==> config.mk <==
export PLATFORM = sky130hd
export DESIGN_NAME = sprite_line_fetcher
export DESIGN_NICKNAME = d
export VERILOG_FILES = /design/src/rtl/sprite_line_fetcher.sv
export SDC_FILE = /design/constraint.sdc
export NUM_CORES = 1
export LEC_CHECK = 0
export CORE_ASPECT_RATIO = 0.7
export CORE_MARGIN = 2
export CORE_UTILIZATION = 38
export DETAILED_ROUTE_END_ITERATION = 10
export SYNTH_ARGS = -nofsm -noshare
export SYNTH_HDL_FRONTEND = slang
export SYNTH_SLANG_ARGS = --single-unit
==> constraint.sdc <==
create_clock -name i_clk -period 3.27 [get_ports i_clk]
set_clock_uncertainty 0.2 [all_clocks]
set_input_delay 0.654 -clock i_clk [delete_from_list [all_inputs] [get_ports i_clk]]
set_output_delay 0.654 -clock i_clk [all_outputs]
set_load 0.005 [all_outputs]
==> src/rtl/sprite_line_fetcher.sv <==
// Sprite line fetcher: during horizontal blanking, copies the sprite row needed
// for the next scanline from a synchronous ROM into a line buffer. During active
// video it streams that row to the colour stage, aligned to hcount with one
// cycle of latency. The timing generator must delay bright/hcount by one cycle
// on the colour-stage side to match that latency.
module sprite_line_fetcher #(
    parameter int DATA_WIDTH = 24,
    parameter int SPRITE_W   = 32,
    parameter int SPRITE_H   = 32,
    parameter int ADDR_WIDTH = 10,
    parameter int H_ACTIVE   = 640,
    parameter int V_ACTIVE   = 480,
    parameter int V_TOTAL    = 525
) (
    input  logic                  i_clk,
    input  logic                  i_rst_n,
    input  logic [9:0]            i_hcount,
    input  logic [9:0]            i_vcount,
    input  logic                  i_bright,
    input  logic [9:0]            i_sprite_x,
    input  logic [9:0]            i_sprite_y,
    input  logic                  i_sprite_visible,
    output logic [ADDR_WIDTH-1:0] o_rom_addr,
    output logic                  o_rom_rd,
    input  logic [DATA_WIDTH-1:0] i_rom_data,
    output logic [DATA_WIDTH-1:0] o_pixel,
    output logic                  o_pix_en,
    output logic                  o_busy
);

    localparam int COL_W = (SPRITE_W > 1) ? $clog2(SPRITE_W) : 1;
    localparam int ROW_W = (SPRITE_H > 1) ? $clog2(SPRITE_H) : 1;

    // All screen-coordinate arithmetic is done in 11 bits so sums never wrap.
    localparam logic [10:0]      C_H_ACTIVE = 11'(H_ACTIVE);
    localparam logic [10:0]      C_V_ACTIVE = 11'(V_ACTIVE);
    localparam logic [10:0]      C_V_LAST   = 11'(V_TOTAL - 1);
    localparam logic [10:0]      C_SPR_W    = 11'(SPRITE_W);
    localparam logic [10:0]      C_SPR_H    = 11'(SPRITE_H);
    localparam logic [COL_W-1:0] C_COL_LAST = COL_W'(SPRITE_W - 1);

    typedef enum logic [1:0] {
        IDLE,
        FETCH,
        DRAIN,
        READY
    } state_t;

    state_t                r_state;
    state_t                w_nextState;
    logic [COL_W-1:0]      r_col;
    logic [COL_W-1:0]      r_colD;
    logic                  r_rdD;
    logic [ROW_W-1:0]      r_row;
    logic [9:0]            r_latchedX;
    logic                  r_rowValid;
    logic [DATA_WIDTH-1:0] r_lineBuf [SPRITE_W];

    logic                  w_lineStart;
    logic [10:0]           w_nextLine;
    logic [10:0]           w_spriteY;
    logic                  w_hit;
    logic [ROW_W-1:0]      w_row;
    logic [10:0]           w_h;
    logic [10:0]           w_x;
    logic                  w_inSpan;
    logic [COL_W-1:0]      w_bufIdx;

    // Line-start detection and hit evaluation for the upcoming scanline.
    always_comb begin
        w_lineStart = ({1'b0, i_hcount} == C_H_ACTIVE);
        w_nextLine  = ({1'b0, i_vcount} == C_V_LAST) ? 11'd0 : ({1'b0, i_vcount} + 11'd1);
        w_spriteY   = {1'b0, i_sprite_y};
        w_hit       = i_sprite_visible
                      && (w_nextLine <  C_V_ACTIVE)
                      && (w_nextLine >= w_spriteY)
                      && (w_nextLine <  (w_spriteY + C_SPR_H));
        w_row       = ROW_W'(w_nextLine - w_spriteY);
    end

    // Next-state and fetch-side outputs; a line start overrides any state, which
    // also aborts a fetch that is still running.
    always_comb begin
        w_nextState = r_state;
        o_rom_rd    = 1'b0;
        o_busy      = 1'b0;
        o_rom_addr  = '0;
        case (r_state)
            FETCH: begin
                o_rom_rd   = 1'b1;
                o_busy     = 1'b1;
                o_rom_addr = (ADDR_WIDTH'(r_row) << COL_W) | ADDR_WIDTH'(r_col);
                if (r_col == C_COL_LAST) begin
                    w_nextState = DRAIN;
                end
            end
            DRAIN: begin
                o_busy      = 1'b1;
                w_nextState = READY;
            end
            default: begin
                w_nextState = r_state;
            end
        endcase
        if (w_lineStart) begin
            w_nextState = w_hit ? FETCH : IDLE;
        end
    end

    // State register plus fetch bookkeeping: column counter, row, latched x and
    // row-valid flag (only set once the drain cycle has captured the last word).
    always_ff @(posedge i_clk or negedge i_rst_n) begin
        if (!i_rst_n) begin
            r_state    <= IDLE;
            r_col      <= '0;
            r_row      <= '0;
            r_latchedX <= '0;
            r_rowValid <= 1'b0;
        end else begin
            r_state <= w_nextState;
            if (w_lineStart) begin
                r_latchedX <= i_sprite_x;
                r_rowValid <= 1'b0;
                r_col      <= '0;
                if (w_hit) begin
                    r_row <= w_row;
                end
            end else begin
                if (r_state == FETCH) begin
                    r_col <= r_col + 1'b1;
                end
                if (r_state == DRAIN) begin
                    r_rowValid <= 1'b1;
                end
            end
        end
    end

    // Delay the read strobe and column by one cycle to match ROM latency.
    always_ff @(posedge i_clk or negedge i_rst_n) begin
        if (!i_rst_n) begin
            r_rdD  <= 1'b0;
            r_colD <= '0;
        end else begin
            r_rdD  <= o_rom_rd;
            r_colD <= r_col;
        end
    end

    // Line buffer write-back of the returned ROM word; contents need no reset.
    always_ff @(posedge i_clk) begin
        if (r_rdD) begin
            r_lineBuf[r_colD] <= i_rom_data;
        end
    end

    // Horizontal span test against the x position latched at line start.
    always_comb begin
        w_h      = {1'b0, i_hcount};
        w_x      = {1'b0, r_latchedX};
        w_inSpan = r_rowValid && i_bright && (w_h >= w_x) && (w_h < (w_x + C_SPR_W));
        w_bufIdx = COL_W'(w_h - w_x);
    end

    // Registered pixel output, one cycle behind hcount/bright.
    always_ff @(posedge i_clk or negedge i_rst_n) begin
        if (!i_rst_n) begin
            o_pix_en <= 1'b0;
            o_pixel  <= '0;
        end else begin
            o_pix_en <= w_inSpan;
            o_pixel  <= w_inSpan ? r_lineBuf[w_bufIdx] : '0;
        end
    end

endmodule
==> Yosys cells after proc, flatten, opt, wreduce, memory -nomap -nowiden <==
Memories as Yosys holds them, arrays and structs flattened.
Cells that the tools add are included.
{ "op_classes": {"magnitude_cmp": 5, "addsub": 6, "n_mux": 15, "reduce_logical": 12, "n_eq_ne": 6, "n_bitwise": 1} }
{ "ops": {"columns": ["cell", "n"], "rows": [
  ["$mux 24", 1],
  ["$add 10x6->11 const B", 2],
  ["$eq 10x10->1 const B", 2],
  ["$add 10x1->11 const B", 1],
  ["$ge 11x10->1", 1],
  ["$lt 10x11->1", 1],
  ["$lt 11x11->1", 1],
  ["$lt 11x9->1 const B", 1],
  ["$mux 11", 1],
  ["$ge 10x10->1", 1],
  ["$mux 10", 1],
  ["$mux 5", 2],
  ["$or 10x5->10", 1],
  ["$sub 5x5->5", 2],
  ["$mux 1", 7],
  ["$logic_and 1x1->1", 6],
  ["$add 5x1->5 const B", 1],
  ["$eq 5x5->1 const B", 1],
  ["$mux 2", 2],
  ["$pmux 2 s2", 1],
  ["$reduce_and 2->1", 2],
  ["$reduce_bool 2->1", 2],
  ["$ne 3x3->1 const B", 1],
  ["$reduce_bool 3->1", 1],
  ["3 further kinds", 3]
]} }
{ "word_totals": {"output_inout_bits": 37, "input_bits": 68, "n_memories": 1, "mem_bits_rw": 768, "register_bits": 54, "word_cells": 55} }
{ "mem_list": {"columns": ["name", "depth", "width", "read_ports", "rd_clocked_by_memory_dff", "wr", "line", "rtl"], "rows": [
  ["r_lineBuf", 32, 24, 1, 0, 1, "57", "logic [DATA_WIDTH-1:0] r_lineBuf [SPRITE_W];"]
]} }

==> Depth between registers and ports, before layout <==
Gate-level depths: netlist (run 1).
{ "depth": {"word_depth": 8, "ltp_mapped": 13, "depth_no_buf": 13} }

==> Worst setup path before layout (run 1) <==
Ideal clock, no wire load.
{ "synth_path": {"path_type": "input port to flip-flop", "start": "in i_vcount[6]", "end": "reg r_row[1]", "path_buffers": 1, "required_ps": 2942, "arrival_time_ps": 3357, "stages": 11, "path_slack_ps": -415, "setup_time_ps": 128, "path_cell_list": "clkbuf_1 nand3_1 or4_1 o311ai_1 ha_1 and4_1 a21oi_1 o311ai_4 a2111oi_4 nand4_4 mux2_1"} }
{ "synth_between": {"elab_chain_cells": 7, "word_cells_on_any_way": 11, "cone_classes": "add/sub: 2; order compare: 3; eq/ne: 1; mux: 1; reduce/logical: 4"} }
{ "synth_rtl": {"columns": ["item", "line", "rtl"], "rows": [
  ["from (decl)", "18", "input logic [9:0] i_vcount,"],
  ["$add 10x1->11 / $eq 10x10->1 (equally long branches)", "72", "w_nextLine = ({1'b0, i_vcount} == C_V_LAST) ? 11'd0 : ({1'b0, i_vcount} + 11'd1);"],
  ["$mux 11 (*)", "72", null],
  ["$lt 11x9->1", "75", "&& (w_nextLine < C_V_ACTIVE)"],
  ["$logic_and 1x1->1", "75", null],
  ["$logic_and 1x1->1", "76", "&& (w_nextLine >= w_spriteY)"],
  ["$logic_and 1x1->1", "77", "&& (w_nextLine < (w_spriteY + C_SPR_H));"],
  ["$reduce_and 2->1 (no line)", null, null],
  ["to (signal assigned)", "126", "r_row <= w_row;"],
  ["to (decl)", "54", "logic [ROW_W-1:0] r_row;"]
]} }
Every way passes the cells marked *; elsewhere a longest branch is shown, timed or not.
A chain may end at the register's enable or synchronous reset.

==> Final worst setup path (run 1) <==
{ "layout_path": {"start": "reg r_latchedX[0]", "end": "reg o_pixel[2]"} }
{ "layout_between": {"elab_chain_cells": 4, "word_cells_on_any_way": 8, "cone_classes": "add/sub: 2; order compare: 2; mux: 1; reduce/logical: 2; memory: 1"} }
{ "layout_rtl": {"columns": ["item", "line", "rtl"], "rows": [
  ["from (decl)", "55", "logic [9:0] r_latchedX;"],
  ["from (signal assigned)", "122", "r_latchedX <= i_sprite_x;"],
  ["$add 10x6->11 / $ge 10x10->1 (equally long branches)", "161", "w_inSpan = r_rowValid && i_bright && (w_h >= w_x) && (w_h < (w_x + C_SPR_W));"],
  ["$lt 10x11->1 / $logic_and 1x1->1 (equally long branches)", "161", null],
  ["$logic_and 1x1->1", "161", null],
  ["$mux 24 (*)", "172", "o_pixel <= w_inSpan ? r_lineBuf[w_bufIdx] : '0;"],
  ["to (signal assigned)", "172", null],
  ["to (decl)", "26", "output logic [DATA_WIDTH-1:0] o_pixel,"]
]} }
Marks and branches as above.

==> results.json, run 1 <==
{
  "synthDistinctLibCells": 61,
  "numCtsBuffers": 75,
  "r2r_slack_ps": -110,
  "synth-seq-cells": 822,
  "yosysTopAreaCellShare_pct": 69.9,
  "period_share_pct": 103,
  "routed.top_layer": "met5",
  "fp-row-count": 90,
  "dp_hpwl_um": 54000,
  "via_count": 18000,
  "yosysSeqAreaShare_pct": 74.0,
  "reg2reg_depth": 10,
  "worstPathCellList": "ha_4, inv_2, fa_4, buf_6, buf_12, buf_12, mux4_2, mux2_2, o211ai_1, a221oi_2",
  "finalHoldViolCount": 0,
  "cp.arrival_ps": 3640,
  "core_sq_um": 86100,
  "drtPass1Iterations": 7,
  "die_h_um": 251,
  "irDropWorstVdd_uv": 387,
  "cts_sinks": 822,
  "p_leak_nw": 13.6,
  "drt-total-wl_um": 91800,
  "post_route_cells_drive_above_1_share_pct": 34.9,
  "grt_pass1_wl_um": 130000,
  "die_area_sq_um": 89200,
  "wl_met1_um": 41100,
  "synth_nets": 1717,
  "outcome": "finished with violations",
  "worstSetupPathType": "flip-flop to flip-flop",
  "drc": 0,
  "critPathMaxStageDelay_ps": 780,
  "postSynth.asyncResetShare_pct": 6.57,
  "cap_viol_max_count": 0,
  "worstSetupStartpoint": "r_latchedX[0]",
  "io_pins": 105,
  "crit_end": "o_pixel[2]",
  "area_growth_pct": 24.2,
  "power_mw": 23.4,
  "grt.overflow.total": 0,
  "grt_pass1_vias": 17900,
  "portBuffers": 104,
  "p_sw_mw": 5.39,
  "slew_headroom_pct": 44.2,
  "grt_usage_pct": 20.5,
  "root_buffer": "clkbuf_16",
  "layout.cells.non_filler": 3189,
  "fin_ws_ps": -112,
  "fin_hold_ws_ps": 246,
  "cts_tree": "yes",
  "final_cell_mix": "edfxtp_1 (768), buf_4 (198), mux4_2 (192)",
  "setup_viol": 5,
  "cts_max_level": 3,
  "min_path_type": "flip-flop to flip-flop",
  "p_per_area_nw_per_um2": 571,
  "synth.area.top_cells": "edfxtp_1 (70%), mux4_2 (13%), dfrtp_1 (4.1%)",
  "place.gp.congestion": 0.826,
  "route.met2.wl_um": 39200,
  "dp.cells": 3005,
  "maxSlewViolCount": 0,
  "antenna_found_initial": 3,
  "reg2reg_to": "o_pixel[2]",
  "clock_latency_ps": 620,
  "yosys.area.top_type": "edfxtp_1",
  "die_w_um": 356,
  "cpMostUsedCell": "buf_12",
  "wl_per_cell_um": 28.8,
  "final_nets": 2083,
  "slowest_stage": "fa_4",
  "pwr-share-clk_pct": 37.8,
  "ant_nets": 0,
  "endpoint_kind": "flip-flop",
  "p_int_mw": 18.0,
  "final_common_cell": "edfxtp_1",
  "reg2reg_from": "r_latchedX[0]",
  "violations": "negative setup slack",
  "synth_flop_cell": "edfxtp_1",
  "combPwrFrac_pct": 12.2,
  "cp_max_fo": 3,
  "yosysWarnings": 0,
  "cts.path.max_buffers": 3,
  "met3_wirelength_um": 9850,
  "swShare_pct": 23.0,
  "synth_area_sq_um": 33000,
  "drtIter0Drc": 2087,
  "vias_per_cell": 5.65,
  "power_frac_seq_pct": 50.0,
  "syn_inst": 1610,
  "syn_avg_cell_area_sq_um": 20.5,
  "timing.final.crit_period_ps": 3380,
  "crit_path_start_kind": "flip-flop",
  "worst_pin_slew_ps": 835,
  "synth_edf_count": 768,
  "rsz0062_at_grt": "true",
  "grt_max_degree": 33,
  "clkTransAtPathRegs_ps": 70,
  "required_ps": 3530,
  "initial_core_util_pct": 38.3,
  "final_util_pct": 47.6,
  "clock.fmax_mhz": 296
}
==> sequential cells by signal, summed over array words and instances (netlist names) <==
name,cells
r_colD,5
r_row,5
r_latchedX,10
r_rdD,1
o_pixel,24
r_col,5
r_rowValid,1
r_state,2
r_lineBuf,768
o_pix_en,1
==> critical path: cells and delay by family, from the launching register on <==
family	cells	cell delay, ps
AOI/OAI and AO/OA	2	740
adders and majority gates	2	920
DFF	1	410
buffers and inverters	4	380
muxes	2	560
==> power by group through the flow <==
stage	clock network, mW	registers (mW)	logic (mW)
2_1_floorplan	0	11.9	1.23
3_3_place_gp	0	11.9	2.53
3_5_place_dp	0	11.9	2.56
4_1_cts	8.96	11.7	2.78
5_1_grt	9.37	11.7	3.02
6_report	8.85	11.7	2.85
==> cell type report <==
type	count	area (sq um)
Fill cell	7048	45200
Sequential cell	822	24400
Multi-Input combinational cell	671	8620
Timing Repair Buffer	375	3930
Clock buffer	105	2100
Tap cell	1150	1440
Clock inverter	33	338
Inverter	31	119
Antenna cell	2	5.00
==> worst min-delay path by stage <==
stage                   from   endpoint  slack, ps  depth (start not counted)
global placement    r_col[4]  r_colD[4]        220                          0
floorplan            i_rst_n   o_pix_en        160                          0
global route        r_col[3]  r_colD[3]        260                          0
detailed placement  r_col[3]  r_colD[3]        240                          0
CTS                 r_col[3]  r_colD[3]        250                          0
finish              r_col[3]  r_colD[3]        250                          0
==> cell families (layout without fill, tap and decap cells) <==
logic type	Yosys count	count (layout)	share of synthesized area [%]
and+or+nand+nor	137	137	2.20
AOI/OAI and AO/OA	177	177	3.70
other	0	2	0
muxes	296	296	16.5
DFF	822	822	74.0
adders and majority gates	39	39	1.52
xor gates and xnor gates	22	22	0.629
buffers and inverters	117	544	1.51
==> per-stage QoR <==
step	cell area [sq um]	setup TNS (ps)	setup slack, ps
final	41000	-162	-112
after detailed placement	37700	-23670	-923
after CTS	40800	-621	-85.8
after global placement	37700	-22270	-956
after global routing	41000	-594	-114
after floorplan	33000	-617	-154
==> synthesized netlist by cell type, types with 13 or more instances <==
cell,n
o211ai_1,50
dfrtp_1,54
buf_2,29
nor2_1,51
clkbuf_1,45
mux2_2,49
mux4_2,192
mux2i_1,51
a221oi_1,24
nand2_1,20
xnor2_1,13
o21ai_0,63
inv_1,31
edfxtp_1,768
nand3_1,13
ha_1,37
==> metal layers <==
layer,vias to the layer above,global-route usage [%]
met4,6,4.36
met3,114,6.56
met2,884,28.6
met5,-,0
met1,9593,31.2
li1,7431,-
==> what timing repair did <==
action	CTS	global route
resized for setup	59	42
buffers inserted	32	4
cloned	6	1
hold buffers	1	0
pin swaps	18	20
endpoints found under the setup margin	34	30
endpoints found under the hold margin	20	0
Power figures use the tool's default switching activity.
==> inputs of run 2 (changes only) <==
--- a/config.mk
+++ b/config.mk
@@ -9,6 +9,7 @@
 export CORE_MARGIN = 2
 export CORE_UTILIZATION = 38
 export DETAILED_ROUTE_END_ITERATION = 10
+export SKIP_CTS_REPAIR_TIMING = 1
 export SYNTH_ARGS = -nofsm -noshare
 export SYNTH_HDL_FRONTEND = slang
 export SYNTH_SLANG_ARGS = --single-unit
==> results.json, run 2 (synthesis results as in run 1) <==
{
  "cts_max_level": 3,
  "required_ps": 3560,
  "portBuffers": 104,
  "violations": "negative setup slack",
  "clkTransAtPathRegs_ps": 60,
  "dp_hpwl_um": 54000,
  "regMostFlops": "r_lineBuf",
  "via_count": 17900,
  "drt-total-wl_um": 90800,
  "final_util_pct": 47.4,
  "p_per_area_nw_per_um2": 571,
  "antenna_found_initial": 4,
  "top_regs": "r_lineBuf x768, o_pixel x24, r_latchedX x10",
  "cp_max_fo": 5,
  "root_buffer": "clkbuf_16",
  "setup_viol": 7,
  "largest_register_ffs": 768,
  "timing.final.crit_period_ps": 3410,
  "cts_sinks": 822,
  "outcome": "finished with violations",
  "grt_max_degree": 33,
  "numCtsBuffers": 75,
  "core_sq_um": 86100,
  "finalHoldViolCount": 0,
  "cts_tree": "yes",
  "die_h_um": 251,
  "io_pins": 105,
  "grt.overflow.total": 0,
  "grt_usage_pct": 20.0,
  "final_cell_mix": "edfxtp_1 (768), buf_4 (207), mux4_2 (192)",
  "grt_pass1_vias": 17700,
  "maxSlewViolCount": 0,
  "irDropWorstVdd_uv": 385,
  "fp-row-count": 90,
  "drtIter0Drc": 2208,
  "die_w_um": 356,
  "die_area_sq_um": 89200,
  "initial_core_util_pct": 38.3,
  "n_fill_cell": 7063,
  "worst_pin_slew_ps": 810,
  "final_nets": 2082,
  "final_common_cell": "edfxtp_1",
  "period_share_pct": 104,
  "clock.fmax_mhz": 293,
  "final_area_sq_um": 40800,
  "post_route_cells_drive_above_1_share_pct": 34.2,
  "crit_path_start_kind": "flip-flop",
  "worstSetupPathType": "flip-flop to flip-flop",
  "wl_per_cell_um": 28.5,
  "drtPass1Iterations": 6,
  "area_growth_pct": 23.8,
  "cap_viol_max_count": 0,
  "p_leak_nw": 13.6,
  "drc": 0,
  "rsz0062_at_grt": "true",
  "ant_nets": 0,
  "grt_pass1_wl_um": 127000,
  "cts.path.max_buffers": 3,
  "min_path_type": "flip-flop to flip-flop",
  "cp.arrival_ps": 3700,
  "fin_ws_ps": -138,
  "place.gp.congestion": 0.826,
  "endpoint_kind": "flip-flop",
  "vias_per_cell": 5.63,
  "slew_headroom_pct": 45.9,
  "clock_latency_ps": 620,
  "placed_area_sq_um": 37700
}
==> run 2: changes by cell type in the layout (fill, tap and decap cells not counted), sizes merged <==
cell and delta:
clkdlybuf4s50 +1, dlygate4sd2 -3, bufbuf -2, diode -1, dlymetal6s2s +3, buf -2
clkbuf +2
==> run 2: through the flow <==
| stage | worst slack (ps) | total power, mW | hold slack, ps | std cells | setup TNS, ps |
|---|---|---|---|---|---|
| floorplan | -154 | 13.1 | 158 | 1610 | -617 |
| global placement | -956 | 14.4 | 215 | 3005 | -22270 |
| detailed placement | -923 | 14.5 | 235 | 3005 | -23670 |
| CTS | -275 | 23.2 | -161 | 3143 | -4280 |
| global route | -102 | 24.0 | 262 | 3186 | -1150 |
| finish | -138 | 23.3 | 248 | 3187 | -340 |
==> run 2: worst paths after layout <==
path / from / end / slack [ps] / cells after the start
setup / recovery: r_latchedX[0] / o_pixel[10] / -140 / 10
setup reg to reg: r_latchedX[0] / o_pixel[10] / -140 / 10
max in group asynchronous: i_rst_n / o_pixel[3] / 1690 / 3
hold reg to reg: r_col[3] / r_colD[3] / 250 / 0
hold / removal: r_col[3] / r_colD[3] / 250 / 0
min in group asynchronous: i_rst_n / r_row[4] / 390 / 2
==> run 2: final cells by class <==
| type | count | area, sq um | share of cell area [%] |
|---|---|---|---|
| well taps | 1150 | 1440 | 3.52 |
| diodes | 1 | 2.50 | 0.00613 |
| inverters | 31 | 121 | 0.297 |
| clock inverters | 33 | 338 | 0.827 |
| flip-flops and latches | 822 | 24400 | 59.8 |
| multi-input cells | 671 | 8580 | 21.0 |
| repair buffers | 374 | 3840 | 9.41 |
| clock buffers | 105 | 2100 | 5.15 |
==> run 2: where the power goes <==
part / internal (mW) / leakage (nW) / switching, mW
clock: 5.06 / 1.18 / 3.78
combinational: 1.31 / 4.87 / 1.47
sequential: 11.6 / 7.55 / 0.102
==> run 2: worst max-delay path, stage by stage, from the launching register on <==
cell and delay, ps:
dfrtp_2 410, ha_4 150, inv_2 40, fa_4 820
buf_12 120, buf_12 130, mux4_2 340, mux2_4 280
o211ai_1 500, buf_4 240, a221oi_2 50
==> run 2: routing by layer <==
| layer | wire [um] | GRT usage [%] |
|---|---|---|
| met5 | 46 | 0 |
| met4 | 1560 | 4.32 |
| met3 | 9450 | 6.19 |
| met2 | 38700 | 27.8 |
| met1 | 41000 | 30.7 |
==> inputs of run 3 (changes only) <==
--- a/config.mk
+++ b/config.mk
@@ -10,6 +10,7 @@
 export CORE_UTILIZATION = 38
 export DETAILED_ROUTE_END_ITERATION = 10
 export SKIP_CTS_REPAIR_TIMING = 1
+export SKIP_LAST_GASP = 1
 export SYNTH_ARGS = -nofsm -noshare
 export SYNTH_HDL_FRONTEND = slang
 export SYNTH_SLANG_ARGS = --single-unit
==> results.json, run 3 (synthesis results as in run 1) <==
{
  "outcome": "finished with violations",
  "violations": "negative setup slack",
  "placed_area_sq_um": 37700,
  "holdPathEnd": "r_colD[3]",
  "worstHoldStart": "r_col[3]",
  "via_count": 17900,
  "regMostFlops": "r_lineBuf",
  "drtPass1Iterations": 7,
  "place.gp.congestion": 0.826,
  "area_growth_pct": 23.7,
  "post_route_cells_drive_above_1_share_pct": 34.2,
  "dp_hpwl_um": 54000,
  "p_leak_nw": 13.6,
  "period_share_pct": 103,
  "slowest_stage": "fa_4",
  "combPwrFrac_pct": 11.9,
  "swShare_pct": 23.0,
  "irDropWorstVdd_uv": 385,
  "min_path_type": "flip-flop to flip-flop",
  "clock.fmax_mhz": 296,
  "cts_sinks": 822,
  "fin_ws_ps": -106,
  "p_sw_mw": 5.35,
  "drc": 0,
  "maxSlewViolCount": 0,
  "hold_depth": 0,
  "initial_core_util_pct": 38.3,
  "cts_tree": "yes",
  "antenna_found_initial": 4,
  "worst-path-buf-inv": 4,
  "worstPathCellList": "ha_4, inv_2, fa_4, buf_12, buf_12, mux4_2, mux2_4, o211ai_1, buf_4, a221oi_2",
  "required_ps": 3560,
  "tns_ps": -318,
  "final_common_cell": "edfxtp_1",
  "final_cell_mix": "edfxtp_1 (768), buf_4 (208), mux4_2 (192)",
  "grt_max_degree": 33,
  "endpoint_kind": "flip-flop",
  "numCtsBuffers": 75,
  "reg2reg_to": "o_pixel[10]",
  "slew_headroom_pct": 44.8,
  "final_area_sq_um": 40800,
  "io_pins": 105,
  "worstSetupStartpoint": "r_latchedX[0]",
  "vias_per_cell": 5.61,
  "timing.final.crit_period_ps": 3380,
  "root_buffer": "clkbuf_16",
  "die_area_sq_um": 89200,
  "drtIter0Drc": 2313,
  "setup_viol": 7,
  "p_per_area_nw_per_um2": 571,
  "cp.arrival_ps": 3670,
  "cp_max_fo": 5,
  "largest_register_ffs": 768,
  "grt_pass1_wl_um": 127000,
  "worstSetupPathType": "flip-flop to flip-flop",
  "cts.path.max_buffers": 3,
  "grt_usage_pct": 20.0,
  "critPathMaxStageDelay_ps": 820,
  "final_nets": 2082,
  "cts_max_level": 3,
  "grt_pass1_vias": 17700,
  "portBuffers": 104,
  "pwr-share-clk_pct": 37.9,
  "rsz0062_at_grt": "true",
  "grt.overflow.total": 0,
  "crit_path_start_kind": "flip-flop",
  "cpMostUsedCell": "buf_12",
  "power_frac_seq_pct": 50.1,
  "top_regs": "r_lineBuf x768, o_pixel x24, r_latchedX x10",
  "r2r_slack_ps": -110,
  "wl_per_cell_um": 28.5,
  "ant_nets": 0,
  "p_int_mw": 18.0,
  "worst_pin_slew_ps": 827,
  "finalHoldViolCount": 0,
  "reg2reg_depth": 10,
  "antenna-diode-count": 0,
  "power_mw": 23.3,
  "core_sq_um": 86100,
  "die_h_um": 251,
  "fp-row-count": 90,
  "reg2reg_from": "r_latchedX[0]",
  "clkTransAtPathRegs_ps": 60,
  "cap_viol_max_count": 0,
  "path_delay_family": "adder cells",
  "drt-total-wl_um": 90900,
  "clock_latency_ps": 620,
  "die_w_um": 356
}
[run 3: final cells by class]
class | count | area, sq um
clock inverter | 33 | 338
clock buffer | 105 | 2100
timing repair buffer | 374 | 3840
fill | 7064 | 45300
tap | 1150 | 1440
sequential | 822 | 24400
inverter | 31 | 121
multi-input combinational | 671 | 8570
[run 3: per-layer routing]
metal	part of all wire, %	GRT usage (%)	vias to the layer above
met3	11	6.19	123
li1	-	-	7424
met1	45	30.7	9494
met4	1.7	4.32	6
met5	0.051	0	-
met2	42	27.8	829
[run 3: worst max path at each step]
stage / to / cells past startpoint
floorplan: r_row[1] / 10
CTS: o_pixel[10] / 11
global route: o_pixel[10] / 10
detailed placement: o_pixel[10] / 11
finish: o_pixel[10] / 10
global placement: o_pixel[10] / 11
[run 3: power groups by stage]
stage          clock network, mW  registers [mW]  logic, mW
2_1_floorplan                  0            11.9       1.23
3_3_place_gp                   0            11.9       2.53
3_5_place_dp                   0            11.9       2.56
4_1_cts                     8.96            11.7       2.58
5_1_grt                     9.37            11.7       2.94
6_report                    8.84            11.7       2.78
[run 3: stage by stage]
step	setup slack (ps)	hold WS [ps]	utilization, %	cells
finish	-106	247	47.4	3186
global route	-102	262	47.4	3186
CTS	-275	-161	46.6	3143
detailed placement	-923	235	43.8	3005
global placement	-956	215	43.8	3005
floorplan	-154	158	-	1610
[run 3: worst reg2reg max path, stage by stage (launching register included)]
cell	delay (ps)
dfrtp_2	410
ha_4	150
inv_2	40
fa_4	820
buf_12	120
buf_12	130
mux4_2	340
mux2_4	270
o211ai_1	480
buf_4	240
a221oi_2	50
